<file path="src/rtl/sound_arbiter.sv">
// rtl/sound_arbiter.sv - priority arbiter sharing one tone generator between four game sound sources
module sound_arbiter #(
  parameter logic [25:0] UNIT_CYCLES = 26'd500000,
  parameter logic [7:0]  DUR0        = 8'd50,
  parameter logic [7:0]  DUR1        = 8'd5,
  parameter logic [7:0]  DUR2        = 8'd3,
  parameter logic [7:0]  DUR3        = 8'd20,
  parameter logic [9:0]  FREQ0       = 10'd523,
  parameter logic [9:0]  FREQ1       = 10'd262,
  parameter logic [9:0]  FREQ2       = 10'd196,
  parameter logic [9:0]  FREQ3       = 10'd392,
  parameter logic [25:0] GAP_CYCLES  = 26'd250000,
  parameter logic        PREEMPT     = 1'b1
) (
  input  logic       clk,
  input  logic       resetN,
  input  logic [3:0] req,
  input  logic       mute,
  output logic       sound_en,
  output logic [9:0] sound_freq,
  output logic [1:0] grant_id,
  output logic       busy,
  output logic       done
);

  typedef enum logic [1:0] {
    IDLE = 2'd0,
    PLAY = 2'd1,
    GAP  = 2'd2
  } state_t;

  // Terminal counts; a zero parameter behaves as one so every phase lasts at least a cycle.
  localparam logic [25:0] UNIT_LAST = (UNIT_CYCLES == 26'd0) ? 26'd0 : UNIT_CYCLES - 26'd1;
  localparam logic [25:0] GAP_LAST  = (GAP_CYCLES == 26'd0) ? 26'd0 : GAP_CYCLES - 26'd1;

  state_t      state_q;
  logic [3:0]  pending_q;
  logic [3:0]  pending_d;
  logic [25:0] cyc_q;
  logic [7:0]  unit_q;
  logic [7:0]  dur_last_q;
  logic        sound_en_q;
  logic [9:0]  sound_freq_q;
  logic [1:0]  grant_id_q;
  logic        busy_q;
  logic        done_q;

  logic [1:0]  sel_idx;
  logic [3:0]  lower_mask;
  logic        preempt_hit;
  logic        grant_now;

  function automatic logic [1:0] lowest_set(input logic [3:0] p);
    if (p[0])      return 2'd0;
    else if (p[1]) return 2'd1;
    else if (p[2]) return 2'd2;
    else           return 2'd3;
  endfunction

  function automatic logic [9:0] freq_of(input logic [1:0] k);
    case (k)
      2'd0:    return FREQ0;
      2'd1:    return FREQ1;
      2'd2:    return FREQ2;
      default: return FREQ3;
    endcase
  endfunction

  // Last unit index of a sound, with a zero duration stretched to one unit.
  function automatic logic [7:0] dur_last_of(input logic [1:0] k);
    logic [7:0] d;
    case (k)
      2'd0:    d = DUR0;
      2'd1:    d = DUR1;
      2'd2:    d = DUR2;
      default: d = DUR3;
    endcase
    return (d == 8'd0) ? 8'd0 : d - 8'd1;
  endfunction

  // Grant decision and pending-queue next state; a new request beats a same-edge grant clear.
  always_comb begin
    sel_idx     = lowest_set(pending_q);
    lower_mask  = (4'd1 << grant_id_q) - 4'd1;
    preempt_hit = PREEMPT && ((pending_q & lower_mask) != 4'd0);
    grant_now   = !mute && (((state_q == IDLE) && (pending_q != 4'd0)) ||
                            ((state_q == PLAY) && preempt_hit));
    pending_d   = pending_q;
    if (mute) begin
      pending_d = 4'd0;
    end else begin
      if (grant_now) pending_d = pending_d & ~(4'd1 << sel_idx);
      pending_d = pending_d | req;
    end
  end

  // Main FSM with registered outputs: IDLE -> PLAY -> GAP -> IDLE, mute and preemption override.
  always_ff @(posedge clk) begin
    if (!resetN) begin
      state_q      <= IDLE;
      pending_q    <= 4'd0;
      cyc_q        <= 26'd0;
      unit_q       <= 8'd0;
      dur_last_q   <= 8'd0;
      sound_en_q   <= 1'b0;
      sound_freq_q <= 10'd0;
      grant_id_q   <= 2'd0;
      busy_q       <= 1'b0;
      done_q       <= 1'b0;
    end else begin
      pending_q <= pending_d;
      done_q    <= 1'b0;
      if (mute) begin
        state_q    <= IDLE;
        sound_en_q <= 1'b0;
        busy_q     <= 1'b0;
        cyc_q      <= 26'd0;
        unit_q     <= 8'd0;
      end else if (grant_now) begin
        state_q      <= PLAY;
        grant_id_q   <= sel_idx;
        sound_freq_q <= freq_of(sel_idx);
        dur_last_q   <= dur_last_of(sel_idx);
        cyc_q        <= 26'd0;
        unit_q       <= 8'd0;
        busy_q       <= 1'b1;
        // A preempting sound keeps the tone running; a fresh grant from IDLE spends one setup cycle.
        sound_en_q   <= (state_q == PLAY);
      end else begin
        case (state_q)
          IDLE: begin
          end
          PLAY: begin
            if (!sound_en_q) begin
              sound_en_q <= 1'b1;
            end else if (cyc_q == UNIT_LAST) begin
              cyc_q <= 26'd0;
              if (unit_q == dur_last_q) begin
                unit_q     <= 8'd0;
                done_q     <= 1'b1;
                sound_en_q <= 1'b0;
                state_q    <= GAP;
              end else begin
                unit_q <= unit_q + 8'd1;
              end
            end else begin
              cyc_q <= cyc_q + 26'd1;
            end
          end
          GAP: begin
            if (cyc_q == GAP_LAST) begin
              cyc_q   <= 26'd0;
              state_q <= IDLE;
              busy_q  <= 1'b0;
            end else begin
              cyc_q <= cyc_q + 26'd1;
            end
          end
          default: begin
            state_q <= IDLE;
          end
        endcase
      end
    end
  end

  assign sound_en   = sound_en_q;
  assign sound_freq = sound_freq_q;
  assign grant_id   = grant_id_q;
  assign busy       = busy_q;
  assign done       = done_q;

endmodule
</file>
<file path="config.mk">
export PLATFORM = sky130hd
export DESIGN_NAME = sound_arbiter
export DESIGN_NICKNAME = d
export VERILOG_FILES = /design/src/rtl/sound_arbiter.sv
export SDC_FILE = /design/constraint.sdc
export NUM_CORES = 1
export LEC_CHECK = 0
export CORE_ASPECT_RATIO = 0.8
export CORE_MARGIN = 4
export CORE_UTILIZATION = 30
export DETAILED_ROUTE_END_ITERATION = 8
export GPL_ROUTABILITY_DRIVEN = 0
export GPL_TIMING_DRIVEN = 0
export PLACE_DENSITY_LB_ADDON = 0.25
export REMOVE_ABC_BUFFERS = 1
export SYNTH_ARGS = -nofsm -noshare
export SYNTH_HDL_FRONTEND = slang
export SYNTH_SLANG_ARGS = --single-unit
</file>
<file path="constraint.sdc">
create_clock -name clk -period 1.8 [get_ports clk]
set_input_delay 0.27 -clock clk [delete_from_list [all_inputs] [get_ports clk]]
set_output_delay 0.27 -clock clk [all_outputs]
set_load 0.01 [all_outputs]
</file>
; ---- Word-level counts from Yosys, hierarchy flattened
; Cells that the tools add are included.
; Widths: inputs -> output; s select.
[classes]
addsub = 4
eq_ne = 16
n_shift = 2
n_mux = 31
n_bitwise = 10
n_reduce_logical = 23
[op_table]
columns = cell, n
row1 = $mux 26, 3
row2 = $pmux 26 s2, 1
row3 = $mux 8, 5
row4 = $pmux 10 s3, 1
row5 = $add 26x1->26 const B, 1
row6 = $eq 26x18->1 const B, 1
row7 = $eq 26x19->1 const B, 1
row8 = $pmux 6 s3, 1
row9 = $mux 2, 6
row10 = $mux 1, 11
row11 = $reduce_and 5->1, 2
row12 = $add 8x1->8 const B, 1
row13 = $and 4x4->4, 2
row14 = $eq 8x8->1, 1
row15 = $logic_not 8->1, 1
row16 = $mux 4, 2
row17 = $reduce_bool 2->1, 4
row18 = $reduce_bool 4->1, 2
row19 = $shl 1x2->4 const A, 2
row20 = $sub 8x1->8 const B, 1
row21 = $ne 2x2->1 const B, 3
row22 = $ne 3x2->1 const B, 2
row23 = $ne 3x3->1 const B, 2
row24 = $not 1->1, 6
row25 = other kinds (16), 24
[totals]
ff_bits = 63
inputBits = 7
output_inout_bits = 15
word_cells = 97

; ---- Depth between registers and ports, before layout
; Gate-level depths: netlist (run 1).
[depth]
depth_word = 12
mapped_depth = 8
depth_no_buf = 7

; ---- Worst setup path after synthesis (run 1)
; No wires, ideal clock.
[synth_timing]
path_kind = flip-flop to flip-flop
from = register cyc_q[20]
to = register cyc_q[22]
setup_time_ps = 115
arrival_ps = 1601
t_required_ps = 1685
path_slack_ps = 85
path_stages_with_launch = 8
path_buffers = 2
synth_period_minus_slack_ps = 1715
cell_sequence = dfxtp_1 > nor4_1 > nand4_2 > nor2_2 > a211o_1 > buf_4 > buf_6 > nor2_1
[synth_between]
elab_chain_cells = 4
elab_cells_between_ends = 7
classes_between = add/sub: 1 / eq/ne: 2 / mux: 4
[synth_lines]
columns = element, line
row1 = "start, declared", 39  ; logic [25:0] cyc_q;
row2 = "start signal, assigned", 147  ; cyc_q <= cyc_q + 26'd1;
row3 = "start signal, assigned", 156  ; cyc_q <= cyc_q + 26'd1;
row4 = $add 26x1->26 or $eq 26x19->1 (tied branches), "147, 156, 136"
row5 = $mux 26, 136  ; end else if (cyc_q == UNIT_LAST) begin
row6 = $mux 26, 134  ; if (!sound_en_q) begin
row7 = $pmux 26 s2 *, 130  ; case (state_q)
; Mark *: on every way between the ends. The rest lies on a longest branch, timed or not. The select of a mux whose other input is x is not followed.
; A chain may end at the register's enable or synchronous reset.

; ---- Final worst setup path (run 1)
[layout_timing]
from = register cyc_q[17]
to = register unit_q[5]
[layout_between]
elab_chain_cells = 2
[layout_lines]
columns = element, line
row1 = $eq 26x19->1, 136
row2 = $reduce_and 3->1 (no line), n/a
row3 = "end signal, assigned", 144  ; unit_q <= unit_q + 8'd1;
row4 = "end, declared", 40  ; logic [7:0] unit_q;
; No other way between the ends.

==> results.yml, run 1 <==
cts:
  cts_hold_buf: 0
  htree_levels: 2
  path_clk_slew_ns: 0.07
  clockBufferDepth: 2
  cts_root_buf: "clkbuf_16"
  insertion_delay_ns: 0.29
  cts_made_buffers: 5
  cts.sinks: 54
  cts_tree: "built"
critical_path:
  worstSetupEndpointType: "flip-flop"
  crit_type: "reg -> reg"
  worstPathMaxFanout: 7
  rr_startpoint: "cyc_q[17]"
  startpoint_type: "flip-flop"
  required_ns: 1.98
  r2r-end: "unit_q[5]"
  reg2reg_slack_ns: 0.03
  crit_arrival_ns: 1.96
  reg2reg_depth: 6
detailed_routing:
  num_vias: 2134
  drt_iter0_markers: 107
  drtPass1Iterations: 4
  wl_per_cell_um: 13.99
  vias_per_cell: 4.828
  wl_um: 6183
  ant_nets: 0
  drc: 0
sta:
  slew_viol_final: 0
  fin_ws_ns: 0.02916
  rsz0062_at_grt: "yes"
  clock.fmax_mhz: 564.7
  fin_crit_ns: 1.771
  period_share_pct: 98.38
  final-setup-viol-count: 0
  finalHoldViolations: 0
  clock_skew_ns: 0.005773
floorplanning:
  die_w_um: 114.9
  dieHeight_um: 93.50
  fp.dieArea_sq_um: 10740
  coreArea_sq_um: 8708
  io-pin-count: 22
  rows: 30
  start_util_pct: 31.48
grt:
  grt_overflow: 0
  grtUsageTotal_pct: 11.64
  grt_pass1_vias: 2036
  grt_max_degree: 18
  grt_pass1_wl_um: 10180
  antenna_found_initial: 0
pwr:
  power_density_nw_per_um2: 754.2
  p_leak_nw: 1.245
  peakVddDrop_v: 0.0003894
synthesis:
  synth-async-reset-ratio_pct: 0
  yosysTopAreaCellShare_pct: 39.43
  synth_edf_count: 0
  syn_avg_cell_area_sq_um: 9.018
  netlist_instances: 304
  yosysSeqAreaShare_pct: 39.43
  ys_ff_latch: 54
  synth_area_sq_um: 2741
  synth_most_common_cell: "dfxtp_1"
  yosysWarnings: 0
  ys_types: 50
  synth_top_cell_by_area: "dfxtp_1"
  synth_commonest_cells: "54 x dfxtp_1, 47 x nor2_1, 23 x xnor2_1"
  synthFlopType: "dfxtp_1"
  ys_top_cells_by_area: "dfxtp_1 39%, xnor2_1 7.3%, nor2_1 6.4%"
layout:
  area_growth_pct: 24.92
  final_util_pct: 39.32
  nets: 341
  drive_above_1_share_pct: 21.52
  diodes: 0
placement:
  numPortBuffers: 19
  dpl_worst_slack_ns: -0.6904
  hpwl_um: 3957
hold_path:
  holdPathStages: 2
  holdPathEnd: "dur_last_q[2]"
  min_path_type: "reg -> reg"
  min_from: "dur_last_q[2]"
outcome:
  outcome: "complete, no violations"
run:
  maxCapViolations: 0
==> where the power goes <==
group	leakage (nW)	switching (mW)	internal [mW]
clock	0.0760	0.442	0.656
combinational	0.727	0.131	0.115
sequential	0.441	0.0225	1.22
==> through the flow <==
step | hold WS, ns | cell area (sq um) | TNS, ns | total power, mW | instances
2_1_floorplan | 0.3874 | 2624 | -5.949 | 1.379 | 287
3_3_place_gp | 0.4711 | 2954 | -22.55 | 1.471 | 418
3_5_place_dp | 0.4836 | 2954 | -22.64 | 1.471 | 418
4_1_cts | 0.4914 | 3248 | -0.01789 | 2.610 | 435
5_1_grt | 0.5126 | 3425 | -0.2079 | 2.707 | 442
6_report | 0.4908 | 3425 | 0 | 2.583 | 442
==> cells in the final DEF (no fill, tap or decap), types with 4 or more instances in the layout <==
master,Yosys,final
a21oi_1,10,9
xor2_1,15,15
and3_1,12,12
dfxtp_2,0,9
inv_1,10,10
nor4_4,1,5
nand2_1,11,9
mux2i_1,6,6
clkbuf_16,0,5
nand4_1,11,11
ha_1,5,4
and2_1,4,4
nand3_1,17,16
buf_4,10,13
clkdlybuf4s50_1,0,19
nor4_2,6,6
dfxtp_1,54,45
xnor2_1,23,23
nor2_1,47,46
nor3_1,5,5
==> state kept, by name, summed over array words and instances, names as in the netlist <==
signal / cells
busy: 1
cyc_q: 26
dur_last_q: 7
state_q: 2
sound_freq: 4
pending_q: 4
sound_en: 1
unit_q: 8
done: 1
==> kinds of logic (layout without fill, tap and decap cells) <==
group / Yosys count / count (layout) / synth area share, %
multiplexers: 6 / 6 / 2.191
XOR/XNOR: 38 / 38 / 12.14
adder cells (fa/ha/maj): 5 / 5 / 2.282
AO/OA/AOI/OAI: 26 / 28 / 6.436
buffers and inverters: 28 / 51 / 5.796
flip-flops: 54 / 54 / 39.43
AND/OR/NAND/NOR: 146 / 146 / 31.58
other: 1 / 2 / 0.1368
==> how the worst max path moves through the flow <==
stage	startpoint	end	slack, ns
floorplan	cyc_q[16]	cyc_q[0]	-0.22
global placement	cyc_q[16]	cyc_q[14]	-0.67
detailed placement	cyc_q[16]	cyc_q[5]	-0.69
CTS	cyc_q[16]	state_q[1]	-0.01
global route	cyc_q[25]	state_q[1]	-0.06
finish	cyc_q[17]	unit_q[5]	0.03
==> critical path, stage by stage (launching register included) <==
cell and delay [ns]:
dfxtp_2 0.35, nand2_2 0.08, or4_4 0.57, buf_4 0.19, nor4_4 0.27, xnor2_1 0.16
nor2_1 0.05
==> final cells by class <==
class | count | area (sq um)
Clock buffer | 5 | 125.1
Multi-Input combinational cell | 225 | 1677
Sequential cell | 54 | 1092
Inverter | 10 | 37.54
Clock inverter | 3 | 45.04
Tap cell | 112 | 140.1
Fill cell | 905 | 5284
Timing Repair Buffer | 33 | 307.8
==> what timing repair did <==
action                     in CTS  in global routing
pin swaps                       6                  3
setup endpoints to repair      50                 46
setup buffers                   8                  6
cloned                          1                  1
gates resized for setup        15                 24
==> per-layer routing <==
layer	vias up	routed length, um	track usage (%)
met5	-	0	0
met1	1008	3268	17.37
li1	1102	-	-
met3	4	141	2.329
met2	20	2720	16.62
met4	0	51	3.519
No activity file was read; power rests on OpenSTA's default activity.
==> run 2, diff against run 1 <==
--- a/config.mk
+++ b/config.mk
@@ -11,6 +11,7 @@
 export DETAILED_ROUTE_END_ITERATION = 8
 export GPL_ROUTABILITY_DRIVEN = 0
 export GPL_TIMING_DRIVEN = 0
+export MAX_ROUTING_LAYER = met4
 export PLACE_DENSITY_LB_ADDON = 0.25
 export REMOVE_ABC_BUFFERS = 1
 export SYNTH_ARGS = -nofsm -noshare
==> constraint.sdc (replaced) <==
create_clock -name clk -period 1.8 [get_ports clk]
set_input_delay 0.45 -clock clk [delete_from_list [all_inputs] [get_ports clk]]
set_output_delay 0.45 -clock clk [all_outputs]
set_load 0.01 [all_outputs]
==> run 2 against run 1 <==
Via count is 0.33% higher. Routed wire length is 0.49% lower. Cell area stayed put. Largest cell class unchanged. Critical path type unchanged. Global-route usage is 0.29 points higher. Sequential share of layout area hardly changed. Maximum frequency hardly changed. First-iteration DRC count is 13% higher. Critical path depth stayed put. Sequential cell count stayed put. Clock power hardly changed.
==> results.yml, run 2 (synthesized netlist as in run 1, its figures left out) <==
layout:
  final_cells: 442
  drive_above_1_share_pct: 21.82
  area_growth_pct: 24.92
  multi_input_area_sq_um: 1677
  regMostFlops: "cyc_q"
  largest_reg_flops: 26
  nets: 341
  design_area_sq_um: 3425
  final_common_cell: "nor2_1"
  fillers: 904
  mostFrequentLayoutCells: "46 x nor2_1, 44 x dfxtp_1, 23 x xnor2_1"
  top_regs: "cyc_q x26, unit_q x8, dur_last_q x7"
  diodes: 0
  regArea_sq_um: 1094
critical_path:
  worstSetupEndpointType: "flip-flop"
  startpoint: "cyc_q[17]"
  crit_arrival_ns: 1.96
  critPathMaxStageDelay_ns: 0.57
  startpoint_type: "flip-flop"
  worstPathMaxFanout: 7
  critPathSlowestCell: "or4_4"
  crit_type: "reg -> reg"
  required_ns: 1.99
  rr_startpoint: "cyc_q[17]"
  path_cells: "nand2_2, or4_4, buf_4, nor4_4, xnor2_1, nor2_1"
grt:
  grt_pass1_vias: 2042
  grt_max_degree: 18
  grtUsageTotal_pct: 11.92
  antenna_found_initial: 0
  grt_overflow: 0
  grt_pass1_wl_um: 10160
cts:
  path_clk_slew_ns: 0.07
  clockBufferDepth: 2
  insertion_delay_ns: 0.29
  cts_hold_buf: 0
  htree_levels: 2
  cts.sinks: 54
  cts_tree: "built"
  cts_root_buf: "clkbuf_16"
  cts_made_buffers: 5
pwr:
  clock_power_share_pct: 42.7
  power_mw: 2.589
  cellInternalPower_mw: 1.987
  power_density_nw_per_um2: 755.9
  combPwrFrac_pct: 9.5
  switching_share_pct: 23.23
  power_frac_seq_pct: 47.8
  power_switching_mw: 0.6014
  p_leak_nw: 1.246
  peakVddDrop_v: 0.0003892
detailed_routing:
  wl_per_cell_um: 13.92
  wl_um: 6153
  drtPass1Iterations: 4
  ant_nets: 0
  drt_iter0_markers: 121
  vias_per_cell: 4.844
  num_vias: 2141
  drc: 0
sta:
  rsz0062_at_grt: "yes"
  clock.fmax_mhz: 564.8
  slew_viol_final: 0
  fin_ws_ns: 0.02960
  clock_skew_ns: 0.005986
  final-setup-viol-count: 0
  finalHoldViolations: 0
  fin_crit_ns: 1.770
  period_share_pct: 98.36
  hold_ws_ns: 0.4885
placement:
  place_area_sq_um: 2954
  place_inst: 418
  hpwl_um: 3957
  numPortBuffers: 19
  dpl_worst_slack_ns: -0.7806
floorplanning:
  dieHeight_um: 93.50
  io-pin-count: 22
  fp.dieArea_sq_um: 10740
  coreArea_sq_um: 8708
  die_w_um: 114.9
  rows: 30
  start_util_pct: 31.48
outcome:
  outcome: "complete, no violations"
run:
  maxCapViolations: 0
hold_path:
  min_from: "dur_last_q[2]"
  min_path_type: "reg -> reg"
==> run 2: cell types whose count changed in the layout (fill, tap and decap cells not counted), sizes merged <==
cell / delta
dlygate4sd2: +1
clkdlybuf4s50: -1
==> run 2: repair_timing <==
item                       in CTS  in global routing
pin swaps                       6                  3
gates resized for setup        17                 24
buffers inserted                8                  6
setup endpoints to repair      52                 46
cloned                          1                  1
==> run 2: final timing paths <==
path | to | slack [ns] | cells past startpoint
setup / recovery | unit_q[5] | 0.03 | 6
hold / removal | dur_last_q[2] | 0.49 | 2
setup reg to reg | unit_q[5] | 0.03 | 6
hold reg to reg | dur_last_q[2] | 0.49 | 2
==> run 2: metal layers <==
layer | global-route usage, % | part of all wire, % | vias up
met5 | - | 0 | -
met4 | 3.519 | 0.85 | 0
met3 | 2.135 | 2.5 | 4
met1 | 17.37 | 52 | 1014
li1 | - | - | 1100
met2 | 16.67 | 44 | 23
==> run 2: layout make-up <==
type                            instances  share of cell area [%]
Timing Repair Buffer                   33                   8.951
Multi-Input combinational cell        225                   48.96
Sequential cell                        54                   31.93
Tap cell                              112                   4.092
Inverter                               10                   1.096
Clock buffer                            5                   3.654
Clock inverter                          3                   1.315
==> run 2: stage by stage <==
stage	utilization, %	TNS [ns]
2_1_floorplan	-	-5.949
3_3_place_gp	33.92	-26.64
3_5_place_dp	33.92	-26.16
4_1_cts	37.30	-0.01789
5_1_grt	39.32	-0.2079
6_report	39.32	0
==> run 2: power groups by stage <==
stage | Clock [mW] | Combinational [mW] | Sequential, mW
finish | 1.10 | 0.246 | 1.24
global route | 1.20 | 0.268 | 1.24
CTS | 1.14 | 0.237 | 1.24
detailed placement | 0 | 0.207 | 1.26
global placement | 0 | 0.208 | 1.26
floorplan | 0 | 0.110 | 1.27
==> run 2: worst max-delay path: cells and delay by family (launching register included) <==
kind	cells	cell delay, ns
xor+xnor	1	0.16
simple gates	4	0.97
flops	1	0.35
buf+inv	1	0.19
==> variant, RTL diff (config.mk and constraints of run 2) <==
Change the parameter `GAP_CYCLES` from 26'd250000 to 26'd131072.
--- a/src/rtl/sound_arbiter.sv
+++ b/src/rtl/sound_arbiter.sv
@@ -9,7 +9,7 @@
   parameter logic [9:0]  FREQ1       = 10'd262,
   parameter logic [9:0]  FREQ2       = 10'd196,
   parameter logic [9:0]  FREQ3       = 10'd392,
-  parameter logic [25:0] GAP_CYCLES  = 26'd250000,
+  parameter logic [25:0] GAP_CYCLES  = 26'd131072,
   parameter logic        PREEMPT     = 1'b1
 ) (
   input  logic       clk,
Function: same outputs for any inputs over 10 cycles, from zero or initial values and one cycle with resetN low; that may be too few to reach the edited logic, so the function may still have changed.
==> variant against run 2 <==
Final cell count up 1.8%. The flow now finishes with violations (negative setup slack). Area after synthesis shrank 5.3%. Worst setup slack worse by 380 ps. Clock power decreased by 41%. Critical path type unchanged. Final area decreased by 1.3%. Sequential cell count did not move. Combinational power increased by 8.9%. Hold slack about the same. Highest routed layer unchanged. Routed wire length increased by 2.7%. Die area decreased by 4.9%. Power shrank 17%.
==> variant: results (changes against run 2) <==
Met2 GRT Util: 19.0% (+2.3 points)
Multi-input gate area: 1630 sq um (-2.7%)
Data buffer area share: 12.3% (+3.4 points)
Top cells by count, synth: 54 x dfxtp_1, 41 x nor2_1, 28 x xor2_1
First-pass GRT wire length: 10400 um (+2.0%)
Failing checks: negative setup slack
CP Capture Point: unit_q[6]$_SDFFE_PP0P_
Via count: 2210 (+3.2%)
Leak Pwr: 1.32 nW (+5.7%)
Final setup fails: 38 (+38)
Final nets: 351 (+2.9%)
Adder-cell share of the synthesized area: 2.89% (+0.61 points)
Reg2Reg Depth: 5 (-1)
Synth area leaders: dfxtp_1 42%, xor2_1 9.4%, nor2_1 5.9%
Iter 0 DRT Violations: 119 (-1.7%)
Placed cell area: 2840 sq um (-4.0%)
Post-Synth XOR/XNOR Area: 12.5% (+0.34 points)
Mux contribution to synthesized area: 2.31% (+0.12 points)
CTS resizes: 33 (+16)
Final WS setup: -348 ps (-378 ps)
Cell Count, Final, Fillers Out: 450 (+1.8%)
Fraction of area in registers: 32.4% (+0.43 points)
Setup Fix Bufs, Post-CTS: 18 (+10)
Met1 usage: 17.9% (+0.53 points)
Drt total wl: 6320 um (+2.7%)
Syn avg cell area: 8.77 sq um (-2.7%)
Status: finished, violations left
Number of global-route vias before repair: 2090 (+2.4%)
variant: cell types whose count changed in the layout (fill, tap and decap cells not counted), moves of 5 or more:
cell / delta
nand2_1: +5
clkbuf_8: +5
clkbuf_16: -5
nand3_1: +9
xor2_1: +13
buf_4: +13
inv_1: -5
nor4_2: -5
xnor2_1: -14
nor2_1: -8
variant: kinds of logic (layout without fill, tap and decap cells):
group | after synthesis | in the layout
buffers and inverters | 21 | 59
AOI/OAI and AO/OA | 27 | 30
muxes | 6 | 6
DFF | 54 | 54
adders and majority gates | 6 | 6
xor gates and xnor gates | 37 | 37
and+or+nand+nor | 144 | 144
other | 1 | 2
variant: report_power, final:
part / switching (W) / total, W / internal, W
Combinational: 0.000136 / 0.000268 / 0.000132
Sequential: 0.0000203 / 0.00124 / 0.00122
Clock: 0.000384 / 0.000647 / 0.000263
variant: metal layers:
metal	wire length, um	up-vias
li1	-	1113
met1	3190	1049
met2	2820	42
met3	241	6
met4	78	0
met5	0	-
